==> src/rtl/zone_alarm_ctrl.sv <==
// Intruder-alarm controller for NUM_ZONES sensors: arm/disarm, per-zone bypass, exit/entry delays, sticky trip record.
// Optional feature: define ZONE_ALARM_AUTORESET_EN to fall back from ALARM to ARMED after ALARM_TIMEOUT cycles.
module zone_alarm_ctrl #(
    parameter int                   NUM_ZONES     = 4,
    parameter logic [NUM_ZONES-1:0] ENTRY_ZONES   = 4'b0001,
    parameter int                   EXIT_DELAY    = 16,
    parameter int                   ENTRY_DELAY   = 16,
    parameter int                   ALARM_TIMEOUT = 64
) (
    input  logic                 clk,
    input  logic                 reset,
    input  logic [NUM_ZONES-1:0] zone_open,
    input  logic [NUM_ZONES-1:0] zone_mask,
    input  logic                 arm,
    input  logic                 disarm,
    output logic                 armed,
    output logic                 delay_active,
    output logic                 alarm,
    output logic                 arm_fail,
    output logic [NUM_ZONES-1:0] tripped
);

    localparam int MAX_XE    = (EXIT_DELAY > ENTRY_DELAY) ? EXIT_DELAY : ENTRY_DELAY;
    localparam int MAX_DELAY = (MAX_XE > ALARM_TIMEOUT) ? MAX_XE : ALARM_TIMEOUT;
    localparam int CNT_W     = $clog2(MAX_DELAY + 1);

    localparam logic [CNT_W-1:0] EXIT_LOAD  = CNT_W'(EXIT_DELAY - 1);
    localparam logic [CNT_W-1:0] ENTRY_LOAD = CNT_W'(ENTRY_DELAY - 1);
`ifdef ZONE_ALARM_AUTORESET_EN
    localparam logic [CNT_W-1:0] ALARM_LOAD = CNT_W'(ALARM_TIMEOUT - 1);
`endif

    localparam logic [2:0] S_DISARMED = 3'd0;
    localparam logic [2:0] S_EXIT     = 3'd1;
    localparam logic [2:0] S_ARMED    = 3'd2;
    localparam logic [2:0] S_ENTRY    = 3'd3;
    localparam logic [2:0] S_ALARM    = 3'd4;

    logic [2:0]           state;
    logic [CNT_W-1:0]     cnt;
    logic [NUM_ZONES-1:0] act;
    logic [NUM_ZONES-1:0] act_entry;
    logic [NUM_ZONES-1:0] act_inst;
    logic                 watching;

    assign act       = zone_open & ~zone_mask;
    assign act_entry = act & ENTRY_ZONES;
    assign act_inst  = act & ~ENTRY_ZONES;
    assign watching  = (state == S_ARMED) || (state == S_ENTRY) || (state == S_ALARM);

    assign armed        = (state != S_DISARMED);
    assign delay_active = (state == S_EXIT) || (state == S_ENTRY);
    assign alarm        = (state == S_ALARM);

    always_ff @(posedge clk) begin
        if (reset) begin
            state    <= S_DISARMED;
            cnt      <= '0;
            arm_fail <= 1'b0;
            tripped  <= '0;
        end else begin
            arm_fail <= 1'b0;
            // Trip record accumulates even on the disarm edge; only a fresh arm clears it.
            if (watching) begin
                tripped <= tripped | act;
            end
            if (disarm) begin
                state <= S_DISARMED;
            end else begin
                case (state)
                    S_DISARMED: begin
                        if (arm) begin
                            if (act == '0) begin
                                state   <= S_EXIT;
                                cnt     <= EXIT_LOAD;
                                tripped <= '0;
                            end else begin
                                arm_fail <= 1'b1;
                            end
                        end
                    end
                    S_EXIT: begin
                        if (cnt == '0) begin
                            state <= S_ARMED;
                        end else begin
                            cnt <= cnt - CNT_W'(1);
                        end
                    end
                    S_ARMED: begin
                        if (act_inst != '0) begin
                            state <= S_ALARM;
`ifdef ZONE_ALARM_AUTORESET_EN
                            cnt   <= ALARM_LOAD;
`endif
                        end else if (act_entry != '0) begin
                            state <= S_ENTRY;
                            cnt   <= ENTRY_LOAD;
                        end
                    end
                    S_ENTRY: begin
                        if ((act_inst != '0) || (cnt == '0)) begin
                            state <= S_ALARM;
`ifdef ZONE_ALARM_AUTORESET_EN
                            cnt   <= ALARM_LOAD;
`endif
                        end else begin
                            cnt <= cnt - CNT_W'(1);
                        end
                    end
                    S_ALARM: begin
`ifdef ZONE_ALARM_AUTORESET_EN
                        if (cnt == '0) begin
                            state <= S_ARMED;
                        end else begin
                            cnt <= cnt - CNT_W'(1);
                        end
`else
                        state <= S_ALARM;
`endif
                    end
                    default: begin
                        state <= S_DISARMED;
                    end
                endcase
            end
        end
    end

endmodule
==> config.mk <==
export PLATFORM = sky130hd
export DESIGN_NAME = zone_alarm_ctrl
export DESIGN_NICKNAME = d
export VERILOG_FILES = /design/src/rtl/zone_alarm_ctrl.sv
export SDC_FILE = /design/constraint.sdc
export NUM_CORES = 1
export LEC_CHECK = 0
export ABC_AREA = 1
export CAP_MARGIN = 5
export CORE_MARGIN = 2
export CORE_UTILIZATION = 51
export CTS_BUF_LIST = sky130_fd_sc_hd__clkbuf_4 sky130_fd_sc_hd__clkbuf_8
export CTS_CLUSTER_SIZE = 30
export DETAILED_ROUTE_END_ITERATION = 8
export PLACE_DENSITY = 0.8
export RECOVER_POWER = 25
export SETUP_SLACK_MARGIN = 0.05
export SYNTH_ARGS = -nofsm -noshare
export SYNTH_HDL_FRONTEND = slang
export SYNTH_SLANG_ARGS = --single-unit
export TNS_END_PERCENT = 10
==> constraint.sdc <==
create_clock -name clk -period 1.5 [get_ports clk]
set_input_delay 0.3 -clock clk [delete_from_list [all_inputs] [get_ports clk]]
set_output_delay 0.3 -clock clk [all_outputs]
set_load 0.02 [all_outputs]
---- Word-level counts from Yosys, hierarchy flattened ----
Cells that the tools add are included.
word-level totals
  register bits after elaboration ......... 15
  word-level logic and storage cells ...... 58
  output and inout port bits .............. 8
  bits of input ports ..................... 12
operators by class
  mux-type cells .......................... 20
  equal/unequal tests ..................... 13
  bitwise operators ....................... 6
  reduce and logical (&&, ||, !) cells .... 14
  add/sub/neg operators ................... 1
operators with widths
  kind                                                                      number
  7-bit 2-to-1 mux                                                          6
  7-bit case mux with 4 select lines                                        1
  4-bit 2-to-1 mux                                                          5
  3-bit 2-to-1 mux                                                          6
  3-bit case mux with 5 select lines                                        1
  2-bit inequality test (second input constant)                             6
  8-bit AND reduction                                                       1
  4-bit nonzero test                                                        2
  7-bit logical NOT                                                         1
  7-bit by 1-bit subtractor with 7-bit output (second input constant)       1
  3-bit by 2-bit equality test with 1-bit output (second input constant)    2
  5-bit AND reduction                                                       1
  4-bit bitwise AND                                                         1
  4-bit logical NOT                                                         1
  1-bit logical OR                                                          4
  2-bit by 1-bit inequality test with 1-bit output (second input constant)  2
  4-bit inverter                                                            1
  4-bit OR                                                                  1
  4-bit OR reduction                                                        1
  3-bit by 1-bit equality test with 1-bit output (second input constant)    1
  3-bit equality test (second input constant)                               1
  3-bit logical NOT                                                         1
  3-bit by 2-bit inequality test with 1-bit output (second input constant)  1
  1-bit inverter                                                            3
  other kinds (3)                                                           3

---- Logic depth before layout (Yosys ltp) ----
  word-level depth ........................ 8
  mapped depth ............................ 12
  gate-level depth less buffers ........... 12

---- Worst setup path after synthesis ----
Ideal clock, no wire load.
  path kind ............................... flip-flop to flip-flop
  start point ............................. reg cnt[0]
  end point ............................... reg cnt[0]
  stages on the path, launching flop included .. 12
  buffers on the path ..................... 0
  library setup time ...................... 126 ps
  data required time ...................... 1374 ps
  data arrival time ....................... 1196 ps
  path slack .............................. 178 ps
  period minus slack after synthesis ...... 1322 ps
  cell sequence ........................... dfxtp_1 inv_1 ha_1 inv_1 nor2_1 nand3_1 nand2_1 nand2_1 nand2_4 o21ai_0 nand2_1 nor2_1
on the way
  cells in the longest elaborated chain, start to end .. 4
  elaborated cells between the ends (all ways) .. 9
  those cells by class .................... add/sub: 1; eq/ne: 2; mux: 3; reduce/logical: 3
RTL lines
  item                                                                                 line  source
  start: declaration                                                                   40    logic [CNT_W-1:0] cnt;
  start signal: assignment                                                             86    cnt <= cnt - CNT_W'(1);
  start signal: assignment                                                             107   cnt <= cnt - CNT_W'(1);
  branches (longest 4 deep; another with 7-bit by 1-bit subtractor with 7-bit output)  --
Parallel ways; which one is timed is not known. The select of a mux whose other input is x is not followed.
A chain may end at the register's enable or synchronous reset.

---- Worst setup path after layout ----
  start point ............................. in disarm
  end point ............................... reg cnt[6]
on the way
  cells in the longest elaborated chain, start to end .. 2
RTL lines
  item                                  line  source
  start: declaration                    15    input logic disarm,
  1-bit inverter (no source line)       --
  8-bit AND reduction (no source line)  --
Every way passes these cells.

==> results.md <==
- Pwr Density: 761 nW/um^2
- Port buffer count: 19
- Synth Net Count: 157
- Antenna cell count: 0
- Fmax: 0.674 GHz
- Number of instances in the placed design: 202
- Number of global-route vias before repair: 965
- Largest family of logic cells by synthesized area: simple AND/OR/NAND/NOR gates
- Starting density of the core: 54.8%
- RSZ-0062 raised after global routing: true
- Slew HR: 82.0%
- Pre-CTS setup slack: -0.313 ns
- Worst Skew: 0.00231 ns
- Final Cell Area: 1480 sq um
- Clk root buf: clkbuf_4
- Adder-Cell Fraction of Synth Area: 2.65%
- Syn Inst Count: 143
- Antenna-violating nets left: 0
- Core footprint: 1730 sq um
- Vias: 1156
- DRT iter0 DRCs: 59
- Detailed-router iteration count before antenna repair: 4
- CTS tree: done
- Gpl congestion: 0.850
- Status: complete, no violations
- Synth Cell Area: 946 sq um
- Die Wd: 47.1 um
- Drt total wl: 3.18 mm
- Area Growth Syn to Fin: 56.9%
- Syn Area/Cell: 6.61 sq um
- Startpoint Class: primary input
- WHS: 0.392 ns
- Post-Synth XOR/XNOR Area: 2.78%
- Post-route minimum period: 1.48 ns
- Crit path DAT: 1.68 ns
- Placed cell area: 1280 sq um
- Crit Path Category: primary input to register
- Reg clk slew, reported paths: 0.10 ns
- GRT overflow: 0
- Crit path max fanout: 8
- Initial antenna violation count: 0
- Total I/O pin count: 20
- Worst slew pin tran: 0.268 ns
- Worst Path Required: 1.70 ns
- Post-Synth Simple-Gate Area: 38.9%
- Worst vdd ir: 625 uV
- First-pass GRT wire length: 4.03 mm
- CTS Buf Count: 3
- Max Cap Viol: 0
- Layout cells sized above 1: 39.2%
- Avg WL per Cell: 15.1 um
- CP Capture Type: register
- Fin. max-slew vios: 0
- Fin cells: 211
- Fill count: 109
- # H-tree levels: 1
- Leakage: 0.759 nW
- Number of remaining DRC errors: 0
- Fin worst setup slack: 0.0164 ns
- Post-route clock period utilization: 98.9%
- Drt via density: 5.48
- Post-CTS Hold Buffers: 0
- Mux cell area share after synthesis: 0%
- Clock buffer depth: 2
- Final Hold Violating Endpoints: 0
- Distinct cells, synth: 22
- Power, Total: 0.00113 W
- R2R setup slack: 0.04 ns
- Die Area: 2220 sq um
- Clk_lat worst skew: 0.30 ns
- Clk sinks: 15
- Seq/Total Area, Yosys: 31.7%
- Synthesized flop and latch total: 15
- # nets final: 201
- Global Route Usage Sum: 26.5%
- DP HPWL: 1.90 mm
- FP Rows: 15
- Complex-gate fraction of the synthesized area: 16.0%
- Worst Hold Class: primary input to register
- Chip height: 47.1 um
- # setup viols final: 0
- Largest net degree at the start of global routing: 10
- Syn. warnings: 0
stage by stage:
| stage | TNS, ns | util, % |
|---|---|---|
| floorplan | 0 | - |
| finish | 0 | 85.9 |
| global route | -0.438 | 85.9 |
| detailed placement | -3.88 | 74.3 |
| global placement | -2.95 | 74.3 |
| CTS | 0 | 75.7 |
repair_timing:
action                                  4_1_cts  5_1_grt
pin swaps                                     3       15
resized for setup                            22       42
endpoints found under the setup margin       20       15
buffers inserted                              0        5
path summary, 6_finish.rpt:
kind                              startpoint         end  cells after the start
worst max-delay path                  disarm      cnt[6]                      7
worst min-delay path            zone_open[1]  tripped[1]                      3
worst max register to register      state[2]      cnt[6]                      8
worst min register to register    tripped[1]  tripped[1]                      2
report_power, final:
part	leakage, nW	switching, W	internal [W]
registers	0.123	0.0000146	0.000417
logic	0.619	0.000255	0.000190
clock network	0.0177	0.000153	0.0000996
state kept, by name, indices dropped and copies added, names as in the netlist:
name and flops:
tripped 4, state 3, arm_fail 1, cnt 7
cells in the final DEF (no fill, tap or decap), types with 2 or more instances in the layout:
cell             netlist  layout
xor2_1                 3       3
a21oi_2                0       2
dfxtp_2                0       2
dlygate4sd2_1          0       5
dlymetal6s2s_1         0       6
nor2_1                23      19
nand2_4                3       7
buf_2                  0       2
nand3_2                0       2
a31oi_1                3       3
ha_4                   0       2
or2_2                  2       2
clkdlybuf4s50_1        0       5
nor2_4                 0       3
nor3_1                 2       2
buf_4                  0      21
nor2_2                 4       5
a21oi_1                9       7
o21ai_2                1       2
inv_2                  2       6
dfxtp_1               15      13
nand2_2                3       8
nand2_1               32      22
o21ai_0               10       8
inv_1                 17      12
clkbuf_4               0       3
nand3_1                7       5
synthesized netlist by cell type:
master    number  area, sq um
or2_2          2         12.5
ha_1           2         25.0
nor2_1        23         86.3
inv_2          2         7.51
nor3_1         2         10.0
nor2_2         4         25.0
o21ai_0       10         50.1
a21oi_1        9         45.0
o21ai_2        1         8.76
nand2_2        3         18.8
a31oi_1        3         18.8
nand2_1       32          120
inv_1         17         63.8
clkbuf_1       1         3.75
nor2_8         1         20.0
nand4_1        1         6.26
a211oi_1       1         7.51
dfxtp_1       15          300
xor2_1         3         26.3
o31ai_4        1         21.3
nand3_1        7         35.0
nand2_4        3         33.8
layout make-up:
type	count	area, sq um	share of cell area [%]
inverters	19	73.8	4.97
repair buffers	40	348	23.4
multi-input cells	108	701	47.2
clock buffers	3	22.5	1.52
clock inverters	1	5.00	0.337
flip-flops and latches	15	303	20.4
well taps	25	31.3	2.11
metal layers:
metal  wire, um  vias up  GRT usage [%]
li1           -      543              -
met1       1260      530           29.5
met2       1640       74           47.4
met3        230        9           5.38
met4         53        0           13.3
met5          0        -              0
worst max-delay path, cell delays in order:
cell	delay, ns
clkdlybuf4s50_1	0.50
nor2_2	0.14
nand2_1	0.08
o21ai_2	0.17
nand2_4	0.13
o21ai_0	0.28
a21oi_2	0.09
cells by family after synthesis:
kind of cell	after synthesis
and+or+nand+nor	78
adders and majority gates	2
xor gates and xnor gates	3
DFF	15
AOI/OAI and AO/OA	25
buffers and inverters	20
Power figures use the tool's default switching activity.
